===== src/rtl/sec_pkg.sv =====
// Shared constants, state type and width helper for the AN-code single-error location search.
package sec_pkg;

  function automatic int loc_width(input int n);
    return $clog2(n + 1) + 1;
  endfunction

  localparam int SEC_A  = 1939;
  localparam int SEC_N  = 19;
  localparam int SEC_RW = $clog2(SEC_A);
  localparam int SEC_LW = loc_width(SEC_N);

  typedef enum logic [1:0] {
    IDLE   = 2'd0,
    SEARCH = 2'd1,
    DONE   = 2'd2
  } sec_state_t;

endpackage


===== src/rtl/sec_pow2_mod_step.sv =====
// One modular doubling step: p2 = (2*p) mod A, valid for p < A.
module sec_pow2_mod_step
  import sec_pkg::*;
#(
  parameter int A  = SEC_A,
  parameter int RW = $clog2(A)
) (
  input  logic [RW-1:0] p,
  output logic [RW-1:0] p2
);

  localparam logic [RW:0] A_W = A[RW:0];

  logic [RW:0] dbl;

  // The subtraction is done at RW bits: when 2p >= A the true result is below A < 2^RW.
  always_comb begin
    dbl = {p, 1'b0};
    p2  = (dbl >= A_W) ? (dbl[RW-1:0] - A_W[RW-1:0]) : dbl[RW-1:0];
  end

endmodule


===== src/rtl/sec_lsearch.sv =====
// Sequential search for the single-error location of an AN-coded word from its residue mod A.
// Optional codeword correction output is enabled by defining SEC_LSEARCH_CORRECT_EN.
//
// state  | meaning
// IDLE   | waiting for start; results from the last search held
// SEARCH | testing +/-2^k mod A against r, one k per cycle
// DONE   | done pulse; results valid
module sec_lsearch
  import sec_pkg::*;
#(
  parameter int A  = SEC_A,
  parameter int N  = SEC_N,
  parameter int RW = $clog2(A),
  parameter int LW = loc_width(N)
) (
  input  logic          clk,
  input  logic          rst,
  input  logic          start,
  input  logic [RW-1:0] r_in,
`ifdef SEC_LSEARCH_CORRECT_EN
  input  logic [N-1:0]  cw_in,
  output logic [N-1:0]  cw_out,
`endif
  output logic          busy,
  output logic          done,
  output logic [LW-1:0] l_out,
  output logic          found,
  output logic          zero,
  output logic          uncorrectable
);

  localparam int            KW     = (N > 1) ? $clog2(N) : 1;
  localparam logic [KW-1:0] K_LAST = KW'(N - 1);
  localparam logic [RW-1:0] A_R    = A[RW-1:0];

  sec_state_t    state, state_nxt;
  logic [RW-1:0] r, p, p_dbl;
  logic [KW-1:0] k;
  logic          hit_pos, hit_neg, k_last;
  logic [LW-1:0] l_mag;

  sec_pow2_mod_step #(.A(A), .RW(RW)) u_step (
    .p  (p),
    .p2 (p_dbl)
  );

  always_comb begin
    hit_pos = (r == p);
    hit_neg = (r == (A_R - p));
    k_last  = (k == K_LAST);
    l_mag   = LW'(k) + LW'(1);
  end

  always_ff @(posedge clk) begin
    if (rst) state <= IDLE;
    else     state <= state_nxt;
  end

  always_comb begin
    state_nxt = state;
    busy      = 1'b0;
    done      = 1'b0;
    case (state)
      IDLE: begin
        if (start) state_nxt = (r_in == '0) ? DONE : SEARCH;
      end
      SEARCH: begin
        busy = 1'b1;
        if (hit_pos || hit_neg || k_last) state_nxt = DONE;
      end
      DONE: begin
        done      = 1'b1;
        state_nxt = IDLE;
      end
      default: state_nxt = IDLE;
    endcase
  end

`ifdef SEC_LSEARCH_CORRECT_EN
  logic [N-1:0] bit_k;

  always_comb begin
    bit_k    = '0;
    bit_k[k] = 1'b1;
  end
`endif

  always_ff @(posedge clk) begin
    if (rst) begin
      r             <= '0;
      p             <= RW'(1);
      k             <= '0;
      l_out         <= '0;
      found         <= 1'b0;
      zero          <= 1'b0;
      uncorrectable <= 1'b0;
`ifdef SEC_LSEARCH_CORRECT_EN
      cw_out        <= '0;
`endif
    end else begin
      case (state)
        IDLE: begin
          if (start) begin
            r             <= r_in;
            p             <= RW'(1);
            k             <= '0;
            l_out         <= '0;
            found         <= 1'b0;
            uncorrectable <= 1'b0;
            zero          <= (r_in == '0);
`ifdef SEC_LSEARCH_CORRECT_EN
            // Zero and uncorrectable outcomes pass the word through untouched.
            cw_out        <= cw_in;
`endif
          end
        end
        SEARCH: begin
          if (hit_pos) begin
            l_out  <= l_mag;
            found  <= 1'b1;
`ifdef SEC_LSEARCH_CORRECT_EN
            cw_out <= cw_out - bit_k;
`endif
          end else if (hit_neg) begin
            l_out  <= -l_mag;
            found  <= 1'b1;
`ifdef SEC_LSEARCH_CORRECT_EN
            cw_out <= cw_out + bit_k;
`endif
          end else if (k_last) begin
            l_out         <= '0;
            uncorrectable <= 1'b1;
          end else begin
            p <= p_dbl;
            k <= k + KW'(1);
          end
        end
        default: ;
      endcase
    end
  end

endmodule


===== config.mk =====
export PLATFORM = sky130hd
export DESIGN_NAME = sec_lsearch
export DESIGN_NICKNAME = d
export VERILOG_FILES = /design/src/rtl/sec_pkg.sv /design/src/rtl/sec_pow2_mod_step.sv /design/src/rtl/sec_lsearch.sv
export SDC_FILE = /design/constraint.sdc
export NUM_CORES = 1
export LEC_CHECK = 0
export ABC_AREA = 1
export ABC_CLOCK_PERIOD_IN_PS = 1880
export CORE_MARGIN = 5
export CORE_UTILIZATION = 30
export CTS_CLUSTER_DIAMETER = 100
export DETAILED_ROUTE_END_ITERATION = 6
export SKIP_LAST_GASP = 1
export SLEW_MARGIN = 10
export SYNTH_ARGS = -nofsm -noshare
export SYNTH_HDL_FRONTEND = slang
export SYNTH_SLANG_ARGS = --single-unit

===== constraint.sdc =====
create_clock -name clk -period 1.88 [get_ports clk]
set_input_delay 0.376 -clock clk [delete_from_list [all_inputs] [get_ports clk]]
set_output_delay 0.376 -clock clk [all_outputs]
set_load 0.03 [all_outputs]

# Word level (Yosys, flattened, before mapping)
# Index checks and enable logic that the tools add are counted.
[word_totals]
register_bits = 38
in_bits = 14
out_inout_bits = 11
[op_classes]
n_addsub = 5
magnitude_cmp = 1
eq_ne = 13
muxes = 30
n_reduce_logical = 11
[op_table]
columns = ["cell", "n"]
rows = [
  ["$mux 11", 5],
  ["$mux 6", 4],
  ["$eq 11x11->1", 2],
  ["$pmux 11 s2", 1],
  ["$mux 5", 4],
  ["$ge 12x11->1 const B", 1],
  ["$ne 2x2->1 const B", 6],
  ["$pmux 6 s2", 1],
  ["$logic_not 11->1", 1],
  ["$sub 11x11->11 const A", 1],
  ["$sub 11x11->11 const B", 1],
  ["$pmux 5 s2", 1],
  ["$reduce_and 5->1", 2],
  ["$mux 1", 8],
  ["$add 5x1->6 const B", 1],
  ["$mux 2", 3],
  ["$neg 6->6", 1],
  ["$reduce_and 3->1", 2],
  ["$add 5x1->5 const B", 1],
  ["$eq 5x5->1 const B", 1],
  ["$ne 4x4->1 const B", 1],
  ["$pmux 1 s2", 2],
  ["$pmux 2 s2", 1],
  ["$reduce_and 2->1", 2],
  ["6 further kinds", 7],
]

# Logic depth before layout (Yosys ltp)
# Gate-level depths: netlist of run 1.
[depth]
ltp_word = 6
mapped_depth = 19

# Hierarchy
# Synthesis of run 1 repeated with hierarchy kept, for this count alone.
[hier_totals]
cells_unflattened = 450
area_unflattened_um2 = 2702.6
[modules_own_cells]
columns = ["mod", "instances", "cells_each", "area_per_inst_um2"]
rows = [
  ["sec_lsearch", 1, 384, 2367.3],
  ["sec_pow2_mod_step", 1, 66, 335.3],
]

# Worst setup path after synthesis of run 1
# No wires, ideal clock.
[synth_path]
path_kind = "reg-to-reg"
startpoint = "reg p[3]"
endpoint = "reg p[3]"
setup_time_ns = 0.116
t_arrival_ns = 1.801
required_time_ns = 1.764
path_slack_ns = -0.037
path_stages_with_launch = 15
path_buffers = 1
cell_sequence = "dfxtp_1 -> inv_2 -> ha_1 -> inv_1 -> nand2_1 -> nand2_1 -> nor2_1 -> nand2_1 -> nor2_2 -> nand2_2 -> nor2_4 -> nand3_4 -> buf_2 -> a21oi_1 -> nor2_1"
[synth_via]
elab_chain_cells = 6
word_cells_on_any_way = 12
[synth_lines]
columns = ["item", "line_no", "text"]
rows = [
  ["from (decl)", "sec_lsearch.sv:37", "logic [RW-1:0] r, p, p_dbl;"],
  ["from (signal assigned)", "sec_lsearch.sv:134", "p <= p_dbl;"],
  ["$ge 12x11->1", "sec_pow2_mod_step.sv:19", "p2 = (dbl >= A_W) ? (dbl[RW-1:0] - A_W[RW-1:0]) : dbl[RW-1:0];"],
  ["$mux 11", "sec_pow2_mod_step.sv:19", ""],
  ["$mux 11", "sec_lsearch.sv:130", "end else if (k_last) begin"],
  ["$mux 11", "sec_lsearch.sv:124", "end else if (hit_neg) begin"],
  ["$mux 11", "sec_lsearch.sv:118", "if (hit_pos) begin"],
  ["$pmux 11 s2", "sec_lsearch.sv:101", "case (state)"],
]
# Several ways; a longest one is shown, not always the timed one. The select of a mux whose other input is x is not followed.
# A chain may end at the register's enable or synchronous reset.

# Worst setup path in the final report of run 1
[layout_path]
startpoint = "reg p[2]"
endpoint = "reg p[8]"
[layout_via]
elab_chain_cells = 6
word_cells_on_any_way = 13
[layout_lines]
columns = ["item", "line_no"]
rows = [
  ["$sub 11x11->11 / $ge 12x11->1 (equally long branches)", "sec_pow2_mod_step.sv:19"],
  ["$mux 11", "sec_pow2_mod_step.sv:19"],
  ["$mux 11", "sec_lsearch.sv:130"],
  ["$mux 11", "sec_lsearch.sv:124"],
  ["$mux 11", "sec_lsearch.sv:118"],
  ["$pmux 11 s2", "sec_lsearch.sv:101"],
]
# Several ways; a longest one is shown, not always the timed one. The select of a mux whose other input is x is not followed.

==> flow_summary.toml, run 1 <==
[yosys]
synth_area_sq_um = 2730
yosys_register_bits = 38
syn_inst = 438
synth-seq-area-share = 0.279
ys_warn_count = 0
avgSynthCellArea_sq_um = 6.23
synth_cell_types = 32
syn-num-nets = 459

[critical_path]
worstSetupPathType = "flop to flop"
path_cells = "inv_4 > ha_4 > inv_2 > nand2_1 > nand2_1 > nor2_1 > nand2_1 > nor2_2 > nand2_2 > nor2_4 > nand3_4 > buf_12 > a21oi_1 > nor2_1"
critical_path.top_delay_family = "simple AND/OR/NAND/NOR gates"
startpoint_type = "flop"
crit_required_ns = 2.07
worstSetupEndpointType = "flop"
reg2reg_from = "p[2]"
crit_path_max_fanout = 9
cp_num_buf_inv = 3
regToRegSetupSlack_ns = -0.08
timing.critical_path.slowest_stage_cell = "dfxtp_2"
crit_path_frequent_cell = "nand2_1"
r2r_cells = 14
r2r-end = "p[8]"
slowest_delay_ns = 0.36
arrival_ns = 2.15

[pwr]
ir_drop_v = 0.000355
p_leak_nw = 1.60
powerDensity_nw_per_um2 = 617

[place]
io_buffers = 24
routabilityCongestion = 0.866
hpwl_um = 5680
place_area_sq_um = 3320

[clocking]
hold_buffers = 0
cts_max_level = 2
clock_sinks = 38
numCtsBuffers = 5
cts_tree = "yes"
clkTransAtPathRegs_ns = 0.07
cts-root-buf = "clkbuf_8"
clkLatencyLatePin_ns = 0.29
ctsLongestPathBuffers = 2

[timing]
worstMarginPinSlew_ns = 0.515
setup_slack_ns = -0.0836
drv_slew = 0
maxSlewHeadroom = 0.654
finalCritPeriodShare = 1.04
hold_viol = 0
rsz0062_at_grt = "true"
fin_skew_ns = 0.00620
setup_viol = 22
whs_ns = 0.465
fin_crit_ns = 1.96
fmaxAchievable_mhz = 509

[layout]
diodes = 0
drive_gt1_frac = 0.195
layout.nets = 514
final_util = 0.396
syn2layout_area_growth_pct = 27.9
fin_area_sq_um = 3490

[hold_path]
hold_start = "uncorrectable"
hold_class = "flop to flop"
hold_end = "uncorrectable"
holdPathStages = 2

[drt]
route.detailed.drc = 0
antenna_left = 0
vias = 2790
vias_per_cell = 4.64
firstDrtPassIters = 4
routed_wl_um = 7210
wl_per_cell_um = 12.0
drt_iter0_drc = 126

[floorplanning]
initial_core_util = 0.310
fp.coreArea_sq_um = 8810
fp.dieH_um = 105
placementRows = 34
die_x_um = 105
io_pins = 25
dieArea_sq_um = 11100

[global_route]
grt_pass1_wl_um = 12400
grt_max_degree = 20
grt_pass1_vias = 2729
grt_overflow = 0
antenna_found_initial = 0
track_usage = 0.134

[outcome]
violations = "setup timing"
status = "complete, but fails checks"

[run]
maxCapViolCount = 0
[per-stage QoR]
step                setup slack [ns]  total power [W]  TNS (ns)  instances
floorplan                    -0.0101          0.00140   -0.0505        438
global placement             -0.0841          0.00161    -0.824        589
detailed placement            -0.153          0.00162     -2.18        589
CTS                          -0.0781          0.00217    -0.712        600
global route                  -0.222          0.00229     -3.99        601
finish                       -0.0836          0.00215    -0.918        601
[where the power goes]
group,leakage [nW],switching [W],total [W],internal (W)
clock,0.0438,0.000282,0.000531,0.000249
sequential,0.313,0.0000532,0.000920,0.000867
combinational,1.24,0.000412,0.000703,0.000291
total,1.60,0.000747,0.00215,0.00141
[tightest hold or removal path: stages, from the launching register on]
cell	delay (ns)
dfxtp_1	0.32
inv_1	0.05
a21oi_1	0.06
[cells by family after synthesis]
group,after synthesis,share of synthesized area
adders and majority gates,7,0.0321
DFF,38,0.279
buffers and inverters,78,0.133
and+or+nand+nor,244,0.410
AOI/OAI and AO/OA,63,0.121
xor gates and xnor gates,8,0.0257
[state kept, by name, indices dropped and copies added (netlist names)]
name,cells
zero,1
state,2
found,1
uncorrectable,1
k,5
l_out,6
r,11
p,11
[final cells by class]
class / count / area, sq um
Tap cell: 108 / 135
Timing Repair Buffer: 64 / 621
Inverter: 62 / 235
Sequential cell: 38 / 766
Multi-Input combinational cell: 322 / 1660
Clock buffer: 5 / 68.8
Fill cell: 920 / 5320
Clock inverter: 2 / 10.0
[worst max-delay path by stage]
stage                     from  endpoint  slack (ns)  cells after the start
final                     p[2]      p[8]       -0.08                     14
after global routing      p[2]  l_out[2]       -0.22                     15
after CTS                 p[2]      p[4]       -0.08                     14
after detailed placement  p[2]      k[4]       -0.15                     14
after global placement    p[2]      p[2]       -0.08                     14
after floorplan           p[2]  l_out[1]       -0.01                     17
[cell usage after synthesis (all sizes together)]
master | n | share of area
a211oi | 1 | 0.0028
a21oi | 39 | 0.073
and2 | 1 | 0.0023
buf | 13 | 0.044
clkbuf | 3 | 0.0041
dfxtp | 38 | 0.28
ha | 7 | 0.032
inv | 62 | 0.085
nand2 | 132 | 0.20
nand3 | 34 | 0.071
nand4 | 8 | 0.018
nor2 | 63 | 0.11
nor3 | 4 | 0.0073
nor4 | 1 | 0.0023
o211ai | 1 | 0.0028
o21ai | 21 | 0.040
o21bai | 1 | 0.0028
or2 | 1 | 0.0023
xnor2 | 5 | 0.016
xor2 | 3 | 0.0096
[metal layers]
metal / track usage / routed length (um) / up-vias
li1: - / - / 1482
met1: 0.176 / 3520 / 1238
met2: 0.220 / 3300 / 57
met3: 0.0208 / 229 / 13
met4: 0.0487 / 165 / 0
met5: 0 / 0 / -
[layout by cell type, fill, tap and decap left out, types with 5 or more instances in the layout]
cell	n
dfxtp_1	34
nand3_1	32
buf_12	6
inv_1	51
nand2_2	10
inv_2	10
nor2_4	8
nor2_1	51
buf_4	32
o21ai_0	19
nand4_1	8
xnor2_1	5
ha_1	6
a21oi_1	37
nand2_1	119
clkdlybuf4s50_1	22
clkbuf_8	5
[timing repair]
| action | in CTS | in global routing |
|---|---|---|
| gates resized for setup | 8 | 7 |
| setup buffers | 4 | 1 |
| endpoints found under the setup margin | 24 | 24 |
| pin swaps | 8 | 12 |
| cloned | 0 | 0 |
No activity file was read; power rests on OpenSTA's default activity.
==> inputs of run 2 (changes only) <==
- SYNTH_HIERARCHICAL: unset -> 1
==> run 2 against run 1 <==
Compared with the run above:
- the flow still finishes with violations (setup timing)
- final cell count grew 2.2%
- sequential cell count is the same
- critical path depth increased by 1
- sequential power grew 12%
- global-route usage down 0.27 points
- combinational power increased by 110%
- setup slack better by 0.0022 ns
- maximum frequency up 0.11%
- via count rose by 2.5%
- register-to-register slack about the same
- synthesized cell count grew 2.7%
- critical path type unchanged
==> flow_summary.toml, run 2 <==
[outcome]
status = "complete, but fails checks"
violations = "setup timing"

[clocking]
clkLatencyLatePin_ns = 0.30
ctsLongestPathBuffers = 2
cts_tree = "yes"
clock_sinks = 38
numCtsBuffers = 5
cts_max_level = 2
hold_buffers = 0
clkTransAtPathRegs_ns = 0.08
cts-root-buf = "clkbuf_8"

[drt]
wl_per_cell_um = 11.7
drt_iter0_drc = 149
vias_per_cell = 4.66
antenna_left = 0
route.detailed.drc = 0
routed_wl_um = 7190
vias = 2860
firstDrtPassIters = 5

[hold_path]
hold_start = "uncorrectable"
hold_end = "uncorrectable"
holdPathStages = 2
hold_class = "flop to flop"

[yosys]
synth_cell_types = 37
ys_async_sr_fraction = 0
syn-num-nets = 469
synth-seq-area-share = 0.281
synth_area_sq_um = 2700
ys_warn_count = 6
avgSynthCellArea_sq_um = 6.01
yosys.cell_count.top_type = "nand2_1"
yosysTopAreaCell = "dfxtp_1"
yosys_register_bits = 38
synth_top_area_frac = 0.281
ys_top_cells_by_area = "dfxtp_1 (28%), nand2_1 (22%), nor2_1 (7.8%)"
synth_edf_count = 0
synthFlopType = "dfxtp_1"
ys_top_cells_by_count = "nand2_1 (155), nor2_1 (56), inv_1 (53), dfxtp_1 (38), a21oi_1 (33)"
syn_inst = 450

[critical_path]
worstSetupEndpointType = "flop"
r2r-end = "l_out[0]"
crit_path_frequent_cell = "nand2_1"
worstSetupPathType = "flop to flop"
r2r_cells = 15
worstSetupStartpoint = "p[2]"
startpoint_type = "flop"
crit_required_ns = 2.07
regToRegSetupSlack_ns = -0.08
crit_path_max_fanout = 3
slowest_delay_ns = 0.34
path_cells = "inv_2 > ha_4 > inv_2 > nand2_1 > nand2_2 > nand2_2 > xor2_2 > nand2_1 > nor2_4 > nand2_1 > nand3_4 > buf_4 > buf_4 > a21oi_1 > nor2_1"
reg2reg_from = "p[2]"
arrival_ns = 2.15
timing.critical_path.slowest_stage_cell = "dfxtp_2"

[timing]
maxSlewHeadroom = 0.701
setup_slack_ns = -0.0814
fin_skew_ns = 0.00300
whs_ns = 0.458
fin_crit_ns = 1.96
drv_slew = 0
rsz0062_at_grt = "true"
fmaxAchievable_mhz = 510
finalCritPeriodShare = 1.04
worstMarginPinSlew_ns = 0.446
setup_viol = 12
hold_viol = 0

[place]
routabilityCongestion = 0.861
io_buffers = 24
pre_cts_ws_ns = -0.0970
hpwl_um = 5330

[run]
maxCapViolCount = 0

[global_route]
grt_pass1_vias = 2645
track_usage = 0.131
grt_overflow = 0
antenna_found_initial = 0
grt_pass1_wl_um = 12300
grt_max_degree = 33

[pwr]
p_sw_w = 0.00129
p_int_w = 0.00181
seq_power_share = 0.333
powerDensity_nw_per_um2 = 885
power_frac_comb = 0.471
p_sw_frac = 0.417
p_leak_nw = 1.66
ir_drop_v = 0.000608
total_power_w = 0.00310
clkPwrFrac = 0.195

[layout]
final_common_cell = "nand2_1"
layout_common_cells = "nand2_1 (144), nor2_1 (54), inv_1 (50)"
drive_gt1_frac = 0.188
syn2layout_area_growth_pct = 29.5
layout.nets = 524
reg.largest.list = "p (11), r (11), l_out (6)"
diodes = 0

[floorplanning]
die_x_um = 105
initial_core_util = 0.308
placementRows = 34
io_pins = 25
fp.coreArea_sq_um = 8760
dieArea_sq_um = 11000
fp.dieH_um = 105
## run 2: metal layers
metal  global-route usage  up-vias  routed length (um)
met4               0.0484        0                 103
li1                     -     1513                   -
met5                    0        -                   0
met1                0.170     1276                3360
met3               0.0179        6                 327
met2                0.220       65                3400
## run 2: cells by family (layout without fill, tap and decap cells)
family | after synthesis | in the layout | synth area share
AOI/OAI and AO/OA | 57 | 57 | 0.113
DFF | 38 | 38 | 0.281
and+or+nand+nor | 268 | 271 | 0.440
buffers and inverters | 74 | 127 | 0.114
adders and majority gates | 5 | 5 | 0.0231
xor gates and xnor gates | 8 | 8 | 0.0287
## run 2: worst max path at each step
stage,end,slack [ns]
2_1_floorplan,p[7],0.02
3_3_place_gp,l_out[3],-0.05
3_5_place_dp,l_out[2],-0.1
4_1_cts,uncorrectable,-0.005
5_1_grt,k[1],-0.25
6_report,l_out[0],-0.08
## run 2: power groups by stage
stage	sequential [W]	clock, W	combinational [W]
2_1_floorplan	0.00110	0	0.000880
4_1_cts	0.00103	0.000620	0.00139
5_1_grt	0.00105	0.000644	0.00165
3_3_place_gp	0.00105	0	0.00131
6_report	0.00103	0.000605	0.00146
3_5_place_dp	0.00105	0	0.00133
## run 2: area by class of cell
type,count,area [sq um]
Tap cell,108,135
Clock buffer,7,86.3
Timing Repair Buffer,55,507
Multi-Input combinational cell,341,1760
Sequential cell,38,766
Clock inverter,1,5.00
Fill cell,951,5260
Inverter,64,240
## run 2: what timing repair did
item                       in CTS  in global routing
setup endpoints to repair      20                 26
cloned                          2                  1
pin swaps                       6                  9
setup buffers                   0                  1
resized for setup              13                 17
## run 2: metrics by stage
stage,std cells,area (sq um),TNS (ns),util
after floorplan,450,2710,0,-
after global placement,602,3270,-0.208,0.374
after detailed placement,602,3270,-0.481,0.374
after CTS,612,3430,-0.00696,0.391
after global routing,614,3500,-5.12,0.399
final,614,3500,-0.327,0.399
## run 2: worst max-delay path, delay by kind of cell (launching register included)
kind            cells  cell delay, ns
simple gates        8            0.69
buf+inv             4            0.39
flops               1            0.34
fa+ha+maj           1            0.15
xor+xnor            1            0.15
compound gates      1            0.13
